`src/rtl/sum_accumulator.sv`:
```
// Accumulates COUNT samples of {carry, sum} from a 4-bit adder into one
// ACC_W-bit windowed result. Define SUM_ACCUMULATOR_SATURATE_EN to clamp instead of wrap.
module sum_accumulator #(
    parameter int ACC_W = 8,
    parameter int COUNT = 4
) (
    input  logic             clk,
    input  logic             rst_n,
    input  logic             clear,
    input  logic             in_valid,
    output logic             in_ready,
    input  logic [3:0]       in_sum,
    input  logic             in_carry,
    output logic             out_valid,
    input  logic             out_ready,
    output logic [ACC_W-1:0] out_acc,
    output logic             out_ovf
);

    localparam int CNT_W = $clog2(COUNT + 1);
    localparam logic [CNT_W-1:0] CNT_LAST = CNT_W'(COUNT);

    typedef enum logic [1:0] {
        IDLE  = 2'd0,
        ACCUM = 2'd1,
        HOLD  = 2'd2
    } state_t;

    state_t           state_r;
    logic [ACC_W-1:0] acc_r;
    logic [CNT_W-1:0] cnt_r;
    logic             ovf_r;
    logic             out_valid_r;

    logic             accept_s;
    logic [ACC_W-1:0] base_s;
    logic [ACC_W:0]   sum_s;
    logic [ACC_W-1:0] acc_nxt_s;
    logic [CNT_W-1:0] cnt_nxt_s;
    logic             ovf_nxt_s;

    // One extra bit so the carry out of the accumulator is observable.
    function automatic logic [ACC_W:0] add_sample(input logic [ACC_W-1:0] base,
                                                  input logic [4:0]       smp);
        return {1'b0, base} + {{(ACC_W-4){1'b0}}, smp};
    endfunction

    function automatic logic [ACC_W-1:0] fold_sum(input logic [ACC_W:0] sum);
`ifdef SUM_ACCUMULATOR_SATURATE_EN
        // Once clamped, every later add overflows again, so all-ones sticks.
        return sum[ACC_W] ? {ACC_W{1'b1}} : sum[ACC_W-1:0];
`else
        return sum[ACC_W-1:0];
`endif
    endfunction

    // Next-value datapath; a window's first sample starts from zero.
    always_comb begin
        accept_s  = 1'b0;
        base_s    = '0;
        sum_s     = '0;
        acc_nxt_s = '0;
        cnt_nxt_s = '0;
        ovf_nxt_s = 1'b0;
        accept_s  = in_valid && (state_r != HOLD);
        if (state_r == IDLE) begin
            base_s    = '0;
            cnt_nxt_s = CNT_W'(1);
        end else begin
            base_s    = acc_r;
            cnt_nxt_s = cnt_r + CNT_W'(1);
        end
        sum_s     = add_sample(base_s, {in_carry, in_sum});
        acc_nxt_s = fold_sum(sum_s);
        ovf_nxt_s = ((state_r == IDLE) ? 1'b0 : ovf_r) | sum_s[ACC_W];
    end

    // Window FSM and result registers; clear outranks accept and handoff.
    always_ff @(posedge clk or negedge rst_n) begin
        if (!rst_n) begin
            state_r     <= IDLE;
            acc_r       <= '0;
            cnt_r       <= '0;
            ovf_r       <= 1'b0;
            out_valid_r <= 1'b0;
        end else if (clear) begin
            state_r     <= IDLE;
            acc_r       <= '0;
            cnt_r       <= '0;
            ovf_r       <= 1'b0;
            out_valid_r <= 1'b0;
        end else begin
            case (state_r)
                IDLE, ACCUM: begin
                    if (accept_s) begin
                        acc_r <= acc_nxt_s;
                        cnt_r <= cnt_nxt_s;
                        ovf_r <= ovf_nxt_s;
                        if (cnt_nxt_s == CNT_LAST) begin
                            state_r     <= HOLD;
                            out_valid_r <= 1'b1;
                        end else begin
                            state_r     <= ACCUM;
                            out_valid_r <= 1'b0;
                        end
                    end
                end
                HOLD: begin
                    if (out_ready) begin
                        state_r     <= IDLE;
                        out_valid_r <= 1'b0;
                    end
                end
                default: begin
                    state_r     <= IDLE;
                    out_valid_r <= 1'b0;
                end
            endcase
        end
    end

    // Ready depends only on state; it is held low while reset is asserted.
    assign in_ready  = rst_n & (state_r != HOLD);
    assign out_valid = out_valid_r;
    assign out_acc   = acc_r;
    assign out_ovf   = ovf_r;

endmodule

```
`config.mk`:
```
export PLATFORM = sky130hd
export DESIGN_NAME = sum_accumulator
export DESIGN_NICKNAME = d
export VERILOG_FILES = /design/src/rtl/sum_accumulator.sv
export SDC_FILE = /design/constraint.sdc
export NUM_CORES = 1
export LEC_CHECK = 0
export ABC_AREA = 0
export CAP_MARGIN = 20
export CORE_MARGIN = 2
export CORE_UTILIZATION = 51
export CTS_BUF_LIST = sky130_fd_sc_hd__clkbuf_2
export DETAILED_ROUTE_END_ITERATION = 8
export PLACE_DENSITY_LB_ADDON = 0.15
export SETUP_SLACK_MARGIN = 0.5
export SLEW_MARGIN = 20
export SYNTH_ARGS = -nofsm -noshare
export SYNTH_HDL_FRONTEND = slang
export SYNTH_SLANG_ARGS = --single-unit
```
`constraint.sdc`:
```
create_clock -name clk -period 2.49 [get_ports clk]
set_input_delay 0.3735 -clock clk [delete_from_list [all_inputs] [get_ports clk]]
set_output_delay 0.3735 -clock clk [all_outputs]
set_load 0.05 [all_outputs]
```
==> flow_results.xml <==
<?xml version="1.0" encoding="UTF-8"?>
<metrics>
  <group name="status">
    <metric name="status" unit="">completed</metric>
  </group>
  <group name="logic_synthesis">
    <metric name="synth_largest_type_area_fraction" unit="">0.385</metric>
    <metric name="synth_area" unit="sq um">910</metric>
    <metric name="synthDistinctLibCells" unit="">37</metric>
    <metric name="ys_ff_latch" unit="">14</metric>
    <metric name="yosysSeqAreaShare" unit="">0.385</metric>
    <metric name="post-synth-top-area-cell" unit="">sky130_fd_sc_hd__dfrtp_1</metric>
    <metric name="post_synth_main_area_contributors" unit="">sky130_fd_sc_hd__dfrtp_1, sky130_fd_sc_hd__ha_1, sky130_fd_sc_hd__a22o_1</metric>
    <metric name="synthesis.yosys.warnings" unit="">0</metric>
    <metric name="number_of_instances_in_the_synthesized_netlist" unit="">91</metric>
    <metric name="syn-mean-instance-area" unit="sq um">10.0</metric>
    <metric name="mappedNetlistNets" unit="">108</metric>
  </group>
  <group name="placed_design">
    <metric name="post-dp-hpwl" unit="mm">1.41</metric>
    <metric name="dp.cells" unit="">135</metric>
    <metric name="gpl.final_weighted_congestion" unit="">0.814</metric>
    <metric name="dpl_worst_slack" unit="ns">0.333</metric>
    <metric name="buffer_ports.inserted" unit="">20</metric>
  </group>
  <group name="timing">
    <metric name="period_share" unit="">0.799</metric>
    <metric name="holdWs" unit="ns">0.414</metric>
    <metric name="finalSetupViolations" unit="">0</metric>
    <metric name="finalWorstPathRequiredPeriod" unit="ns">1.99</metric>
    <metric name="max_slew_margin" unit="">0.668</metric>
    <metric name="setup-tns-final" unit="ns">0</metric>
    <metric name="worst_slack" unit="ns">0.500</metric>
    <metric name="clock-skew-final" unit="ns">0.000693</metric>
    <metric name="worst_pin_slew" unit="ns">0.497</metric>
    <metric name="max_clock_freq" unit="GHz">0.503</metric>
    <metric name="final-max-slew-violation-count" unit="">0</metric>
    <metric name="grt_setup_unrepaired" unit="">yes</metric>
    <metric name="hold_violations" unit="">0</metric>
  </group>
  <group name="floorplan">
    <metric name="die_width" unit="um">46.2</metric>
    <metric name="floorplan.initialDensity" unit="">0.533</metric>
    <metric name="placeableCoreArea" unit="sq um">1710</metric>
    <metric name="vert_die_dim" unit="um">46.2</metric>
    <metric name="num_rows" unit="">15</metric>
    <metric name="ios" unit="">21</metric>
    <metric name="design.die.area" unit="sq um">2140</metric>
  </group>
  <group name="setup_path">
    <metric name="crit_path_cells" unit="">nor2_4 -&gt; nor2b_1 -&gt; ha_1 -&gt; fa_2 -&gt; a211oi_2 -&gt; o21ai_2 -&gt; a21o_1 -&gt; a31oi_1</metric>
    <metric name="worst-setup-path-type" unit="">flip-flop to flip-flop</metric>
    <metric name="worst_r2r_startpoint" unit="">state_r[1]</metric>
    <metric name="crit_path_top_delay_cell" unit="">sky130_fd_sc_hd__dfrtp_2</metric>
    <metric name="cp_num_buf_inv" unit="">0</metric>
    <metric name="crit_path_max_fanout" unit="">4</metric>
    <metric name="crit_required" unit="ns">2.70</metric>
    <metric name="path_delay_family" unit="">compound AO/OA/AOI/OAI gates</metric>
    <metric name="cp-startpoint" unit="">state_r[1]</metric>
    <metric name="crit_arrival" unit="ns">2.20</metric>
    <metric name="critical-path-max-stage-delay" unit="ns">0.47</metric>
    <metric name="kind_of_start_point_of_the_critical_path" unit="">flip-flop</metric>
    <metric name="endpoint_kind" unit="">flip-flop</metric>
  </group>
  <group name="routing">
    <metric name="drt-vias-per-instance" unit="">5.62</metric>
    <metric name="detail_route.iter0.violations" unit="">7</metric>
    <metric name="postRouteAntennaNets" unit="">0</metric>
    <metric name="average_routed_wire_per_standard_cell" unit="um">13.7</metric>
    <metric name="firstDrtPassIters" unit="">4</metric>
    <metric name="route.vias.total" unit="">804</metric>
    <metric name="drc" unit="">0</metric>
    <metric name="wirelength" unit="mm">1.96</metric>
  </group>
  <group name="clock_tree">
    <metric name="ctsHtreeMaxLevel" unit="">1</metric>
    <metric name="cts_hold_buf" unit="">0</metric>
    <metric name="insertion_delay" unit="ns">0.27</metric>
    <metric name="tritoncts" unit="">done</metric>
    <metric name="cts.sink_count" unit="">14</metric>
    <metric name="clockRootBuffer" unit="">sky130_fd_sc_hd__clkbuf_2</metric>
    <metric name="tritoncts.num_buffers" unit="">3</metric>
    <metric name="path_clk_slew" unit="ns">0.14</metric>
    <metric name="clock_tree.buffer_depth" unit="">2</metric>
  </group>
  <group name="layout">
    <metric name="diodes" unit="">0</metric>
    <metric name="layout.area.seq" unit="sq um">353</metric>
    <metric name="fillerInstances" unit="">135</metric>
    <metric name="instances_no_fill" unit="">143</metric>
    <metric name="num-nets-final" unit="">136</metric>
    <metric name="multi_input_comb_area" unit="sq um">539</metric>
    <metric name="layout_commonest_cell" unit="">sky130_fd_sc_hd__clkdlybuf4s50_1</metric>
    <metric name="layout_common_cells" unit="">sky130_fd_sc_hd__clkdlybuf4s50_1, sky130_fd_sc_hd__dfrtp_1, sky130_fd_sc_hd__nand2_1</metric>
    <metric name="synthToLayoutAreaGrowth" unit="%">32.3</metric>
    <metric name="post_route_cells_drive_above_1_share" unit="">0.186</metric>
  </group>
  <group name="global_routing">
    <metric name="grt_first_pass_wirelength" unit="mm">3.15</metric>
    <metric name="initial_antenna_violation_count" unit="">0</metric>
    <metric name="global_route.usage.total" unit="">0.206</metric>
    <metric name="vias_in_the_first_global_route" unit="">730</metric>
    <metric name="maximum_number_of_pins_on_one_net_before_global_route_repair" unit="">15</metric>
    <metric name="grt_overflow" unit="">0</metric>
  </group>
  <group name="pwr">
    <metric name="design_power_total" unit="uW">497</metric>
    <metric name="p_leak" unit="uW">0.000553</metric>
    <metric name="power.density_cell_area" unit="nW/um^2">413</metric>
    <metric name="ir_drop" unit="uV">267</metric>
  </group>
  <group name="min_path">
    <metric name="min_path_type" unit="">primary input to async pin</metric>
  </group>
  <group name="flow_run">
    <metric name="drv_cap" unit="">0</metric>
  </group>
</metrics>
-- final timing paths --
path                         endpoint  slack [ns]  cells past startpoint
max                        out_acc[6]        0.50                      8
min                        state_r[1]        0.41                      2
max reg2reg                out_acc[6]        0.50                      8
min reg2reg                  cnt_r[2]        0.52                      1
max in group asynchronous  state_r[0]        1.90                      2
min in group clk             cnt_r[2]        0.52                      1
-- cells by family (layout without fill, tap and decap cells) --
logic type / after synthesis / after routing / synth area share
compound gates: 27 / 27 / 0.217
xor+xnor: 3 / 3 / 0.0289
fa+ha+maj: 7 / 7 / 0.105
buf+inv: 5 / 32 / 0.0371
flops: 14 / 14 / 0.385
mux: 2 / 2 / 0.0220
simple gates: 33 / 33 / 0.205
-- where the power goes --
part	switching, uW	total [uW]	internal (uW)	leakage, uW
registers	7.98	245	237	0.000186
logic	74.8	133	58.6	0.000351
clock network	76.1	119	42.6	0.0000166
total	159	497	338	0.000553
-- per-stage QoR --
| step | cell area (sq um) | util |
|---|---|---|
| after floorplan | 921 | - |
| after global placement | 1150 | 0.672 |
| after detailed placement | 1150 | 0.672 |
| after CTS | 1200 | 0.701 |
| after global routing | 1200 | 0.705 |
| final | 1200 | 0.705 |
-- routing by layer --
metal / track usage / vias to the layer above / routed length, um
li1: - / 391 / -
met1: 0.267 / 394 / 915
met2: 0.342 / 17 / 972
met3: 0.0392 / 2 / 64
met4: 0.0686 / 0 / 10
met5: 0 / - / 0
-- sequential cells by signal, summed over array words and instances, names as in the netlist --
register / flops
out_ovf: 1
out_acc: 8
state_r: 2
cnt_r: 3
-- timing repair --
action                                  in CTS  in global routing
hold endpoints to repair                     0                  0
gates resized for setup                      2                  2
buffers inserted                             4                  0
endpoints found under the setup margin       4                  6
pin swaps                                    1                  0
cloned                                       0                  0
-- synthesized netlist by cell type --
cell type                   instances
sky130_fd_sc_hd__nor2_2             1
sky130_fd_sc_hd__nor2b_4            1
sky130_fd_sc_hd__a21o_2             1
sky130_fd_sc_hd__ha_1               6
sky130_fd_sc_hd__o21ai_0            6
sky130_fd_sc_hd__nor3_1             1
sky130_fd_sc_hd__nand3_1            4
sky130_fd_sc_hd__a211oi_2           1
sky130_fd_sc_hd__xor2_1             2
sky130_fd_sc_hd__nor2_1             7
sky130_fd_sc_hd__mux2i_1            2
sky130_fd_sc_hd__or2_2              1
sky130_fd_sc_hd__nand4bb_1          1
sky130_fd_sc_hd__and2b_1            1
sky130_fd_sc_hd__inv_1              3
sky130_fd_sc_hd__nor2b_1            5
sky130_fd_sc_hd__buf_6              2
sky130_fd_sc_hd__a211oi_1           1
sky130_fd_sc_hd__xnor2_1            1
sky130_fd_sc_hd__dfrtp_1           14
sky130_fd_sc_hd__nand3b_1           1
sky130_fd_sc_hd__a31oi_1            2
sky130_fd_sc_hd__o21bai_1           1
sky130_fd_sc_hd__a32o_1             1
sky130_fd_sc_hd__o22ai_1            1
sky130_fd_sc_hd__a21o_1             1
sky130_fd_sc_hd__fa_1               1
sky130_fd_sc_hd__a21boi_0           1
sky130_fd_sc_hd__o2111ai_2          1
sky130_fd_sc_hd__nand4_1            1
sky130_fd_sc_hd__and4bb_2           1
sky130_fd_sc_hd__a21oi_1            1
sky130_fd_sc_hd__nand2_1            7
sky130_fd_sc_hd__nor4_1             1
sky130_fd_sc_hd__a22o_1             5
sky130_fd_sc_hd__o21ai_1            3
sky130_fd_sc_hd__a31o_1             1
-- area by class of cell --
cell class	count	share of cell area
clock buffers	4	0.0166
inverters	3	0.00936
multi-input cells	72	0.448
flip-flops and latches	14	0.293
well taps	25	0.0260
repair buffers	25	0.207
Note: power is estimated with default switching activity, not from simulation.
==> RTL change 1, RTL diff (config.mk and constraints unchanged) <==
Set the parameter `COUNT` to 2 (it was 4). Comments in the files are not updated.
--- a/src/rtl/sum_accumulator.sv
+++ b/src/rtl/sum_accumulator.sv
@@ -4,3 +4,3 @@
     parameter int ACC_W = 8,
-    parameter int COUNT = 4
+    parameter int COUNT = 2
 ) (
Check against the original RTL: not equivalent (a bounded check fails within 4 cycles, from zero or initial values and one cycle with rst_n low).
==> RTL change 1 against the unedited design <==
  * Via count up 6.8%
  * Maximum frequency down 1.5%
  * Area after synthesis down 1.8%
  * Synthesized cell count up 12%
  * Largest power group unchanged
  * Power up 3.6%
  * Critical path type unchanged
  * Cell area up 3.1%
  * Setup slack worse by 0.031 ns
  * Sequential power down 6%
  * Clock skew up 0.013 ns
  * Utilization up 3.0 points
  * Routed wire length up 13%
  * Non-clock buffer count up 5
  * Sequential cell count down 1
==> RTL change 1: results (changes against the unedited design) <==
setup.worst_path.end: "out_ovf"
grt_pass1_vias: 757  # +3.7%
crit_type: "register to register"
grt_pass1_wl_um: 3340  # +5.9%
drt_iter0_markers: 15  # +8
antenna_found_initial: 0  # unchanged
synth_cells: 102  # +12%
root_buffer: "clkbuf_2"
cp_top_family: "simple AND/OR/NAND/NOR gates"
track_usage_pct: 22.5  # +1.9 points
drt_wl_total_um: 2210  # +13%
syn_nets: 118  # +9.3%
synth.top_cells.by_area: "dfrtp_1 36%, ha_1 7.0%, nand2_1 4.6%"
worstMarginPinSlew_ns: 0.575  # +0.0780 ns
io_buffers: 20  # unchanged
crit_fanout: 6  # +2
yosysSeqAreaShare_pct: 36.4  # -2.1 points
dp.cells: 137  # +1.5%
cts_buffers: 3  # unchanged
place_area_mm2: 0.00113  # -1.2%
p_leak_nw: 0.549  # -0.75%
wl_per_cell_um: 14.9  # +8.9%
status: "complete, no violations"
final_nets: 148  # +8.8%
worstPathArrival_ns: 2.22  # +0.02 ns
timing.hold.ws_ns: 0.476  # +0.0621 ns
reg2reg_from: "state_r[0]"
synth_cell_type_count: 38  # +2.7%
hpwlAfterDp_um: 1490  # +6.0%
async_flop_share_pct: 100  # unchanged
place_ws_ns: 0.274  # -0.0593 ns
p_int_mw: 0.335  # -0.91%
vias_per_cell: 5.80  # +3.2%
routabilityCongestion: 0.840  # +3.1%
fin_skew_ns: 0.0137  # +0.0130 ns
peakVddDrop_uv: 340  # +28%
slowest_stage: "or4b_1"
ys_top_cells_by_count: "13 x dfrtp_1, 11 x nand2_1, 8 x o21ai_0"
htree_levels: 1  # unchanged
drive_gt1_share_pct: 22.9  # +4.3 points
timing.final.crit_share_pct: 81.2  # +1.2 points
r2r_cells: 7  # -1
==> RTL change 1: changes by cell type in the layout (fill, tap and decap cells not counted), sizes merged, moves of 3 or more <==
cell | before | now
a21oi | 1 | 7
a22o | 5 | 0
buf | 6 | 11
nand2 | 7 | 12
nor3b | 0 | 3
==> RTL change 1: power groups by stage <==
stage,Clock [mW],Combinational [mW],Sequential [mW]
2_1_floorplan,0,0.0681,0.257
3_3_place_gp,0,0.145,0.234
3_5_place_dp,0,0.147,0.234
4_1_cts,0.120,0.157,0.230
5_1_grt,0.134,0.178,0.232
6_report,0.118,0.166,0.230
==> RTL change 1: per-layer routing <==
layer | GRT usage (%) | part of all wire (%) | up-vias
met4 | 8.00 | 0.99 | 0
met3 | 5.16 | 3.6 | 4
met5 | 0 | 0 | -
met2 | 35.3 | 48 | 20
met1 | 30.0 | 47 | 410
li1 | - | - | 425
==> RTL change 1: kinds of logic (layout without fill, tap and decap cells) <==
group | Yosys count | count (layout) | share of synthesized area (%)
adders and majority gates | 6 | 6 | 9.24
buffers and inverters | 9 | 38 | 5.18
xor gates and xnor gates | 1 | 1 | 0.981
and+or+nand+nor | 43 | 43 | 25.8
AOI/OAI and AO/OA | 29 | 29 | 21.3
muxes | 1 | 1 | 1.12
DFF | 13 | 13 | 36.4
==> RTL change 1: cell type report <==
type	instances	area, um2
multi-input cells	80	567
fillers	126	448
flip-flops and latches	13	329
repair buffers	30	289
well taps	17	21.3
clock buffers	4	20.0
inverters	4	15.0
==> RTL change 1: what timing repair did <==
action / 4_1_cts / 5_1_grt
setup buffers: 4 / 3
gates resized for setup: 5 / 7
pin swaps: 5 / 7
endpoints found under the setup margin: 6 / 7
==> RTL change 2, RTL diff (same settings) <==
Made on the original files. Make the reset (`rst_n`) synchronous in one clocked block.
--- a/src/rtl/sum_accumulator.sv
+++ b/src/rtl/sum_accumulator.sv
@@ -78,3 +78,3 @@
     // Window FSM and result registers; clear outranks accept and handoff.
-    always_ff @(posedge clk or negedge rst_n) begin
+    always_ff @(posedge clk) begin
         if (!rst_n) begin
Formal check against the unedited RTL: differs if rst_n is asserted again (counterexample within 4 cycles, from zero or initial values and one cycle with rst_n low); with rst_n held inactive, the same outputs for 10 cycles.
==> RTL change 2 against the unedited design <==
  * Sequential cell count is the same
  * Clock skew grew 0.0099 ns
  * Routed wire length grew 6.1%
  * Die area shrank 4.9%
  * Setup slack gained 0.0098 ns
  * Critical path type unchanged
  * Power shrank 14%
  * Area after synthesis shrank 5.4%
  * Non-clock buffer count shrank 2
  * Sequential share of layout area shrank 3.8 points
  * Global-route usage grew 3.0 points
  * Cell area shrank 4.8%
==> RTL change 2: results (changes against the unedited design) <==
syn_nets: 122  # +13%
final_nets: 145  # +6.6%
grt_pass1_wl_um: 3470  # +10%
vias_per_cell: 5.99  # +6.6%
synthAdderAreaFrac_pct: 11.0  # +0.59 points
p_leak_nw: 0.474  # -14%
r2r_cells: 9  # +1
drive_gt1_share_pct: 15.7  # -2.9 points
avgSynthCellArea_um2: 8.20  # -18%
ys.flop_type: "dfxtp_1"
p_comb_mw: 0.0810  # -39%
dp.cells: 137  # +1.5%
p_int_mw: 0.296  # -13%
track_usage_pct: 23.6  # +3.0 points
hpwlAfterDp_um: 1390  # -0.95%
drt_wl_total_um: 2080  # +6.1%
switchingPower_mw: 0.133  # -17%
slowest_stage: "dfxtp_4"
clkLatencyLatePin_ns: 0.30  # +0.03 ns
worstMarginPinSlew_ns: 0.663  # +0.166 ns
startpoint: "state_r[1]"
drt_iter0_markers: 15  # +8
synth_cell_type_count: 33  # -11%
grt_pass1_vias: 832  # +14%
fill_cells: 128  # -5.2%
grt_max_degree: 12  # -3
crit_fanout: 8  # +4
synth_compound_area_share_pct: 17.7  # -4.0 points
peakVddDrop_uv: 291  # +9.1%
ys_top_cells_by_count: "14 x dfxtp_1, 11 x a21oi_1, 8 x nand2_1, 8 x nand3_1"
yosysSeqAreaShare_pct: 32.6  # -6.0 points
synthXorXnorAreaFrac_pct: 1.02  # -1.9 points
fin_skew_ns: 0.0106  # +0.00994 ns
place_area_mm2: 0.00106  # -7.3%
cts.clk_slew.worst_paths_ns: 0.15
status: "complete, no violations"
RTL change 2: repair_timing:
action | 4_1_cts | 5_1_grt
pin swaps | 2 | 1
hold buffers | 0 | 0
setup endpoints to repair | 3 | 7
gates resized for setup | 6 | 8
gates cloned | 0 | 0
setup buffers | 2 | 0
endpoints found under the hold margin | 0 | 0
RTL change 2: final timing paths:
check	to
worst max-delay path	out_ovf
worst min-delay path	out_acc[4]
worst max register to register	out_ovf
worst min register to register	out_acc[4]
RTL change 2: area by class of cell:
class / instances / area [um2] / area share [%]
Multi-Input combinational cell: 83 / 581 / 50.7
Sequential cell: 14 / 293 / 25.5
Timing Repair Buffer: 23 / 223 / 19.4
Tap cell: 16 / 20.0 / 1.75
Clock buffer: 3 / 15.0 / 1.31
Inverter: 3 / 11.3 / 0.983
Clock inverter: 1 / 3.75 / 0.328
RTL change 2: worst max-delay path: cells and delay by family (launching register included):
kind	cells	cell delay, ns
buf+inv	1	0.06
fa+ha+maj	2	0.53
compound gates	3	0.56
flops	1	0.39
simple gates	3	0.34
RTL change 2: stage by stage:
step,hold slack (ns),setup WS [ns]
after floorplan,0.436,0.501
after global placement,0.443,0.251
after detailed placement,0.459,0.172
after CTS,0.478,0.472
after global routing,0.509,0.438
final,0.478,0.510
RTL change 2: logic make-up (layout without fill, tap and decap cells):
| logic type | count (synthesis) | count (layout) |
|---|---|---|
| and+or+nand+nor | 46 | 46 |
| AOI/OAI and AO/OA | 26 | 26 |
| DFF | 14 | 14 |
| buffers and inverters | 8 | 30 |
| adders and majority gates | 7 | 7 |
| muxes | 3 | 3 |
| xor gates and xnor gates | 1 | 1 |
RTL change 2: layer usage:
layer	GRT usage [%]	wire, um
met1	29.9	963
met3	3.60	89
met2	38.9	963
met5	0	0
met4	11.8	67
